File: src/rtl/fib_pkg.sv
// Shared types and constants for the Fibonacci engine arbiter.
package fib_pkg;

  localparam int FIB_W         = 8;
  localparam int MAX_LEVEL_DEF = 13;

  typedef enum logic [1:0] {
    IDLE,
    ISSUE,
    WAIT,
    RESP
  } state_e;

  // Iterative Fibonacci with F(0)=0, F(1)=1; wraps modulo 2**FIB_W beyond F(13).
  function automatic logic [FIB_W-1:0] fib_ref(input logic [FIB_W-1:0] level);
    logic [FIB_W-1:0] a;
    logic [FIB_W-1:0] b;
    logic [FIB_W-1:0] t;
    a = '0;
    b = FIB_W'(1);
    for (int i = 0; i < (2**FIB_W) - 1; i++) begin
      if (i < int'(level)) begin
        t = a + b;
        a = b;
        b = t;
      end
    end
    return a;
  endfunction

endpackage

File: src/rtl/rr_arbiter.sv
// Combinational round-robin arbiter: the search starts just after ptr and wraps.
module rr_arbiter #(
  parameter int NUM_REQ = 4,
  parameter int ID_W    = 2
) (
  input  logic [NUM_REQ-1:0] req,
  input  logic [ID_W-1:0]    ptr,
  output logic [NUM_REQ-1:0] grant,
  output logic [ID_W-1:0]    idx,
  output logic               any
);

  // Pick the first requester at ptr+1, ptr+2, ... (mod NUM_REQ).
  always_comb begin
    int              c;
    logic [ID_W-1:0] kk;
    grant = '0;
    idx   = '0;
    any   = 1'b0;
    c     = 0;
    kk    = '0;
    for (int i = 1; i <= NUM_REQ; i++) begin
      c  = (int'(ptr) + i) % NUM_REQ;
      kk = ID_W'(c);
      if (!any && req[kk]) begin
        any       = 1'b1;
        grant[kk] = 1'b1;
        idx       = kk;
      end
    end
  end

endmodule

File: src/rtl/fib_engine_arbiter.sv
// Shares one Fibonacci engine among NUM_REQ requesters, one job at a time,
// with level range checking, an engine timeout and a tagged response channel.
module fib_engine_arbiter
  import fib_pkg::*;
#(
  parameter int NUM_REQ   = 4,
  parameter int ID_W      = 2,
  parameter int MAX_LEVEL = MAX_LEVEL_DEF,
  parameter int TIMEOUT   = 64
) (
  input  logic                     clk,
  input  logic                     rst,
  input  logic [NUM_REQ-1:0]       req_valid,
  input  logic [FIB_W*NUM_REQ-1:0] req_level,
  output logic [NUM_REQ-1:0]       req_ready,
  output logic                     rsp_valid,
  input  logic                     rsp_ready,
  output logic [ID_W-1:0]          rsp_id,
  output logic [FIB_W-1:0]         rsp_result,
  output logic                     rsp_err,
  output logic                     eng_in_valid,
  output logic [FIB_W-1:0]         eng_in_level,
  input  logic                     eng_out_valid,
  input  logic [FIB_W-1:0]         eng_result
);

  localparam int CNT_W = $clog2(TIMEOUT + 1);

  state_e             state_q, state_d;
  logic [ID_W-1:0]    rr_ptr_q, rr_ptr_d;
  logic [ID_W-1:0]    id_q, id_d;
  logic [FIB_W-1:0]   level_q, level_d;
  logic [FIB_W-1:0]   result_q, result_d;
  logic               err_q, err_d;
  logic [CNT_W-1:0]   cnt_q, cnt_d;

  logic [NUM_REQ-1:0] grant;
  logic [ID_W-1:0]    gnt_idx;
  logic               gnt_any;
  logic [FIB_W-1:0]   gnt_level;
  logic               gnt_legal;

  rr_arbiter #(
    .NUM_REQ(NUM_REQ),
    .ID_W   (ID_W)
  ) u_arb (
    .req  (req_valid),
    .ptr  (rr_ptr_q),
    .grant(grant),
    .idx  (gnt_idx),
    .any  (gnt_any)
  );

  // Level of the current winner (grant is one-hot) and its range check.
  always_comb begin
    gnt_level = '0;
    for (int k = 0; k < NUM_REQ; k++) begin
      if (grant[k]) gnt_level = req_level[FIB_W*k +: FIB_W];
    end
    gnt_legal = (gnt_level != '0) && (gnt_level <= FIB_W'(MAX_LEVEL));
  end

  // Next-state and latched-register update for the job sequencer.
  always_comb begin
    state_d  = state_q;
    rr_ptr_d = rr_ptr_q;
    id_d     = id_q;
    level_d  = level_q;
    result_d = result_q;
    err_d    = err_q;
    cnt_d    = cnt_q;
    unique case (state_q)
      IDLE: begin
        if (gnt_any) begin
          id_d     = gnt_idx;
          level_d  = gnt_level;
          rr_ptr_d = gnt_idx;
          result_d = '0;
          err_d    = !gnt_legal;
          // Illegal levels go straight to a response; the engine is never started.
          state_d  = gnt_legal ? ISSUE : RESP;
        end
      end
      ISSUE: begin
        cnt_d   = '0;
        state_d = WAIT;
      end
      WAIT: begin
        cnt_d = cnt_q + 1'b1;
        // A done pulse on the last allowed cycle still counts as success.
        if (eng_out_valid) begin
          result_d = eng_result;
          err_d    = 1'b0;
          state_d  = RESP;
        end else if (cnt_q == CNT_W'(TIMEOUT - 1)) begin
          result_d = '0;
          err_d    = 1'b1;
          state_d  = RESP;
        end
      end
      RESP: begin
        if (rsp_ready) state_d = IDLE;
      end
      default: state_d = IDLE;
    endcase
  end

  // State and latched registers; reset clears everything visible on the ports.
  always_ff @(posedge clk) begin
    if (rst) begin
      state_q  <= IDLE;
      rr_ptr_q <= ID_W'(NUM_REQ - 1);
      id_q     <= '0;
      level_q  <= '0;
      result_q <= '0;
      err_q    <= 1'b0;
      cnt_q    <= '0;
    end else begin
      state_q  <= state_d;
      rr_ptr_q <= rr_ptr_d;
      id_q     <= id_d;
      level_q  <= level_d;
      result_q <= result_d;
      err_q    <= err_d;
      cnt_q    <= cnt_d;
    end
  end

  assign req_ready    = (state_q == IDLE && !rst) ? grant : '0;
  assign rsp_valid    = (state_q == RESP);
  assign rsp_id       = id_q;
  assign rsp_result   = result_q;
  assign rsp_err      = err_q;
  assign eng_in_valid = (state_q == ISSUE);
  assign eng_in_level = (state_q == ISSUE) ? level_q : '0;

endmodule

File: config.mk
export PLATFORM = sky130hd
export DESIGN_NAME = fib_engine_arbiter
export DESIGN_NICKNAME = d
export VERILOG_FILES = /design/src/rtl/fib_pkg.sv /design/src/rtl/rr_arbiter.sv /design/src/rtl/fib_engine_arbiter.sv
export SDC_FILE = /design/constraint.sdc
export NUM_CORES = 1
export LEC_CHECK = 0
export ABC_AREA = 1
export CORE_UTILIZATION = 27
export CTS_CLUSTER_SIZE = 16
export DETAILED_ROUTE_END_ITERATION = 16
export GPL_TIMING_DRIVEN = 0
export SYNTH_ARGS = -nofsm -noshare
export SYNTH_HDL_FRONTEND = slang
export SYNTH_HIERARCHICAL = 1
export SYNTH_SLANG_ARGS = --single-unit
File: constraint.sdc
create_clock -name clk -period 3.6 [get_ports clk]
set_input_delay 0.54 -clock clk [delete_from_list [all_inputs] [get_ports clk]]
set_output_delay 0.54 -clock clk [all_outputs]
set_load 0.02 [all_outputs]
==> results.txt <==
The flow ran to the end, and the final reports show no timing, DRC or antenna violations. Based on the critical path, the design can be clocked at up to 0.292 GHz. The adder-cell share of the synthesized area is 0.0705, and the hold buffer count at CTS is 0. Fill cells in the final layout number 888.

The simple logic cell fraction of the synthesized area is 0.387. Combinational family with the most area after synthesis: simple AND/OR/NAND/NOR gates. The busiest layer in global routing is met2. The worst min-delay path class is reg2reg. Clock network latency to the later pin of the worst-skew pair: 290 ps. The first global-routing pass estimated 10200 um of wire. TritonCTS built the clock tree. The first routing iteration left 91 violations. For the DRC violation count after routing, the log shows 0. The post-layout instance count excluding filler cells is 533, and the portion of netlist area occupied by mux cells is 0. The logs give 0.182 for the global-route track usage on met1 and 0.00231 mm2 for the total standard cell area after synthesis. The post-route fraction of the period consumed by the critical path came out at 0.951. The HPWL after detailed placement is 4810 um.

The proportion of layout cells with a drive suffix above 1 was 0.138; the slew at the pin with the worst max-slew slack was 541 ps. The congestion estimate from routability-driven global placement came to 0.791. The x dimension of the die came out at 94.4 um.

STA puts the critical path data required time at 3060 ps. Fraction of met3 tracks used by global routing: 0.0378. The number of antenna-violating nets in the routed design is 0. The total number of vias was 2390; the global route total overflow was 0. Including well taps, the total number of placed cells is 523. STA classifies the critical path endpoint as an output port. After synthesis, the mean cell area works out to 6.67 um2. The first detailed-routing pass took 4 iterations. The highest fanout seen on the critical path is 13. After layout, the design draws a total of 2.96 mW. Max-cap violations in this run came to 0. The synthesized net count came out at 407. The total track usage came out at 0.143. TritonCTS created 5 clock buffers. The routed length per placed instance works out to 11.4 um. Via-per-instance ratio: 4.48.

The final layout contains routed wiring with a total length of 6080 um. The final core utilization is 0.399, and the post-synthesis share of cell area spent on xor and xnor gates is 0. At the worst endpoint, the arrival time is 2880 ps. The die footprint was 0.00892 mm2; the number of antenna violations at the first check in global routing was 0. The tools report the max-slew violation total from the final report as 0. The area added between synthesis and finish was 42.8%. Type of the setup path with the least slack: reg2out. The compound-gate portion of the synthesized area was 0.167. Startpoint class of the critical path: a flop. Across all register-to-register paths, the minimum setup slack is 740 ps. In this run the tool buffered the top-level ports with 72 buffer cells. In this run, synthesis produced a sequential element count of 30. The number of antenna diodes in the final layout is 0. The remaining max-slew budget at the tightest pin is 0.637. Initial cell density of the core: 0.279. Setup repair after global routing left no endpoint under its margin.

After clock tree synthesis, the clock-pin slew on the worst setup and hold paths is 70 ps. Adding up every negative setup slack in the final design gives 0 ps. The count of pins on the block boundary was 73; the net count reported at finish was 488. Counting distinct cell types in the post-synthesis netlist gives 33. IR analysis of the VDD net gives a maximum drop of 0.000310 V.

The run gives 1.52 nW as the leakage component of the power. The logs give 2 for the count of H-tree levels built during CTS and 0 for the number of endpoints failing setup at the final stage. The post-layout minimum cycle time was 3420 ps; the cell count after synthesis was 346. The core box area is 0.00826 mm2. The final hold violation count is 0, and the met2 global-route usage is 0.240. The die is 94.4 um tall. The clock drives 30 sinks.

The power density normalized to cell area is 900 mW/mm2, and the maximum number of buffers from clock root to sink is 2. Entering global routing, the biggest net connects 14 pins. The tools report the via count of the first global-routing pass as 2239. Across the routed clock network, the largest skew measured is 13.2 ps. Post-synthesis sequential area ratio: 0.260. The root buffer cell chosen for the clock tree is sky130_fd_sc_hd__clkbuf_8. In this run the core area contains 33 standard-cell rows. During synthesis, Yosys emitted a total of 6 warnings.
[power by group]
| part | switching, mW | total, mW | leakage [nW] | internal (mW) |
|---|---|---|---|---|
| logic | 1.34 | 2.17 | 1.22 | 0.833 |
| clock network | 0.133 | 0.287 | 0.0472 | 0.153 |
| registers | 0.0735 | 0.510 | 0.247 | 0.437 |
| total | 1.54 | 2.96 | 1.52 | 1.42 |
[Yosys cell counts]
| library cell | n | area, um2 |
|---|---|---|
| sky130_fd_sc_hd__a21boi_0 | 6 | 45.0 |
| sky130_fd_sc_hd__a21boi_1 | 2 | 15.0 |
| sky130_fd_sc_hd__a21oi_1 | 42 | 210 |
| sky130_fd_sc_hd__a21oi_2 | 2 | 17.5 |
| sky130_fd_sc_hd__buf_2 | 3 | 15.0 |
| sky130_fd_sc_hd__buf_4 | 3 | 22.5 |
| sky130_fd_sc_hd__buf_6 | 3 | 33.8 |
| sky130_fd_sc_hd__clkbuf_1 | 2 | 7.51 |
| sky130_fd_sc_hd__clkbuf_8 | 1 | 13.8 |
| sky130_fd_sc_hd__dfxtp_1 | 30 | 601 |
| sky130_fd_sc_hd__ha_1 | 13 | 163 |
| sky130_fd_sc_hd__inv_1 | 37 | 139 |
| sky130_fd_sc_hd__inv_2 | 6 | 22.5 |
| sky130_fd_sc_hd__inv_8 | 1 | 11.3 |
| sky130_fd_sc_hd__nand2_1 | 77 | 289 |
| sky130_fd_sc_hd__nand2_2 | 11 | 68.8 |
| sky130_fd_sc_hd__nand2_4 | 3 | 33.8 |
| sky130_fd_sc_hd__nand3_1 | 30 | 150 |
| sky130_fd_sc_hd__nand3_2 | 2 | 20.0 |
| sky130_fd_sc_hd__nand3_4 | 2 | 35.0 |
| sky130_fd_sc_hd__nand4_1 | 6 | 37.5 |
| sky130_fd_sc_hd__nor2_1 | 32 | 120 |
| sky130_fd_sc_hd__nor2_4 | 2 | 22.5 |
| sky130_fd_sc_hd__nor3_1 | 11 | 55.1 |
| sky130_fd_sc_hd__nor3_2 | 1 | 10.0 |
| sky130_fd_sc_hd__nor3_4 | 1 | 16.3 |
| sky130_fd_sc_hd__nor3b_1 | 3 | 22.5 |
| sky130_fd_sc_hd__o211ai_1 | 4 | 30.0 |
| sky130_fd_sc_hd__o211ai_4 | 1 | 21.3 |
| sky130_fd_sc_hd__o21ai_0 | 5 | 25.0 |
| sky130_fd_sc_hd__o21ai_1 | 1 | 5.00 |
| sky130_fd_sc_hd__o21ai_4 | 1 | 16.3 |
| sky130_fd_sc_hd__or2_2 | 2 | 12.5 |
[final timing paths]
kind	start	endpoint	cells after the start
worst min-delay path	cnt_q[6]$_SDFFE_PP0P_	cnt_q[6]$_SDFFE_PP0P_	2
worst min register to register	cnt_q[6]$_SDFFE_PP0P_	cnt_q[6]$_SDFFE_PP0P_	2
worst max register to register	rr_ptr_q[0]$_SDFFE_PP1P_	rsp_err$_SDFFE_PP0P_	20
worst max-delay path	rr_ptr_q[0]$_SDFFE_PP1P_	req_ready[0]	13
[metal layers]
metal | wire (um) | part of all wire
met1 | 2840 | 0.47
met2 | 2820 | 0.46
met3 | 321 | 0.053
met4 | 97 | 0.016
met5 | 0 | 0
[placed cells by master, fill, tap and decap left out, types with 3 or more instances in the layout]
master	instances
sky130_fd_sc_hd__a21boi_0	6
sky130_fd_sc_hd__a21oi_1	42
sky130_fd_sc_hd__buf_2	3
sky130_fd_sc_hd__buf_4	5
sky130_fd_sc_hd__buf_6	3
sky130_fd_sc_hd__clkbuf_8	7
sky130_fd_sc_hd__clkdlybuf4s50_1	70
sky130_fd_sc_hd__dfxtp_1	28
sky130_fd_sc_hd__ha_1	12
sky130_fd_sc_hd__inv_1	36
sky130_fd_sc_hd__inv_2	6
sky130_fd_sc_hd__nand2_1	77
sky130_fd_sc_hd__nand2_2	11
sky130_fd_sc_hd__nand2_4	3
sky130_fd_sc_hd__nand3_1	30
sky130_fd_sc_hd__nand4_1	6
sky130_fd_sc_hd__nor2_1	32
sky130_fd_sc_hd__nor3_1	11
sky130_fd_sc_hd__nor3b_1	3
sky130_fd_sc_hd__o211ai_1	4
sky130_fd_sc_hd__o21ai_0	5
[state kept, by name (all words and copies together) (netlist names)]
| name | flops |
|---|---|
| cnt_q | 7 |
| level_q | 8 |
| rr_ptr_q | 2 |
| rsp_err | 1 |
| rsp_id | 2 |
| rsp_result | 8 |
| state_q | 2 |
[cells by family (layout without fill, tap and decap cells)]
kind of cell | count (synthesis) | in the layout
simple gates | 183 | 183
compound gates | 64 | 64
buf+inv | 56 | 138
flops | 30 | 30
fa+ha+maj | 13 | 13
[area by class of cell]
type | instances | area, um2 | area share
Multi-Input combinational cell | 260 | 1450 | 0.441
Timing Repair Buffer | 74 | 741 | 0.225
Sequential cell | 30 | 606 | 0.184
Inverter | 44 | 176 | 0.0535
Tap cell | 105 | 131 | 0.0399
Buffer | 12 | 92.6 | 0.0281
Clock buffer | 6 | 82.6 | 0.0251
Clock inverter | 2 | 12.5 | 0.00380
[what timing repair did]
| item | in CTS | in global routing |
|---|---|---|
| hold endpoints to repair | 0 | 0 |
| setup buffers | 0 | 2 |
| gates resized for setup | 3 | 4 |
| setup endpoints to repair | 4 | 4 |
[worst max-delay path, cell delays in order, from the launching register on]
cell                              delay [ps]
sky130_fd_sc_hd__dfxtp_2                 410
sky130_fd_sc_hd__buf_6                   180
sky130_fd_sc_hd__inv_8                    70
sky130_fd_sc_hd__ha_4                    290
sky130_fd_sc_hd__inv_2                    70
sky130_fd_sc_hd__nand3_4                 120
sky130_fd_sc_hd__nand2_4                  80
sky130_fd_sc_hd__nor2_4                  130
sky130_fd_sc_hd__buf_6                   140
sky130_fd_sc_hd__nand4_1                  80
sky130_fd_sc_hd__nand3_1                 210
sky130_fd_sc_hd__inv_1                    90
sky130_fd_sc_hd__nor2_1                  110
sky130_fd_sc_hd__clkdlybuf4s50_1         610
[per-stage QoR]
step                      instance area (um2)  worst slack, ps  hold WS, ps
after detailed placement                 3160              103          454
after global placement                   3160              131          445
after global routing                     3300             3.55          486
after CTS                                3270             48.8          464
after floorplan                          2310              914          439
final                                    3300              178          461
Power figures use the tool's default switching activity.
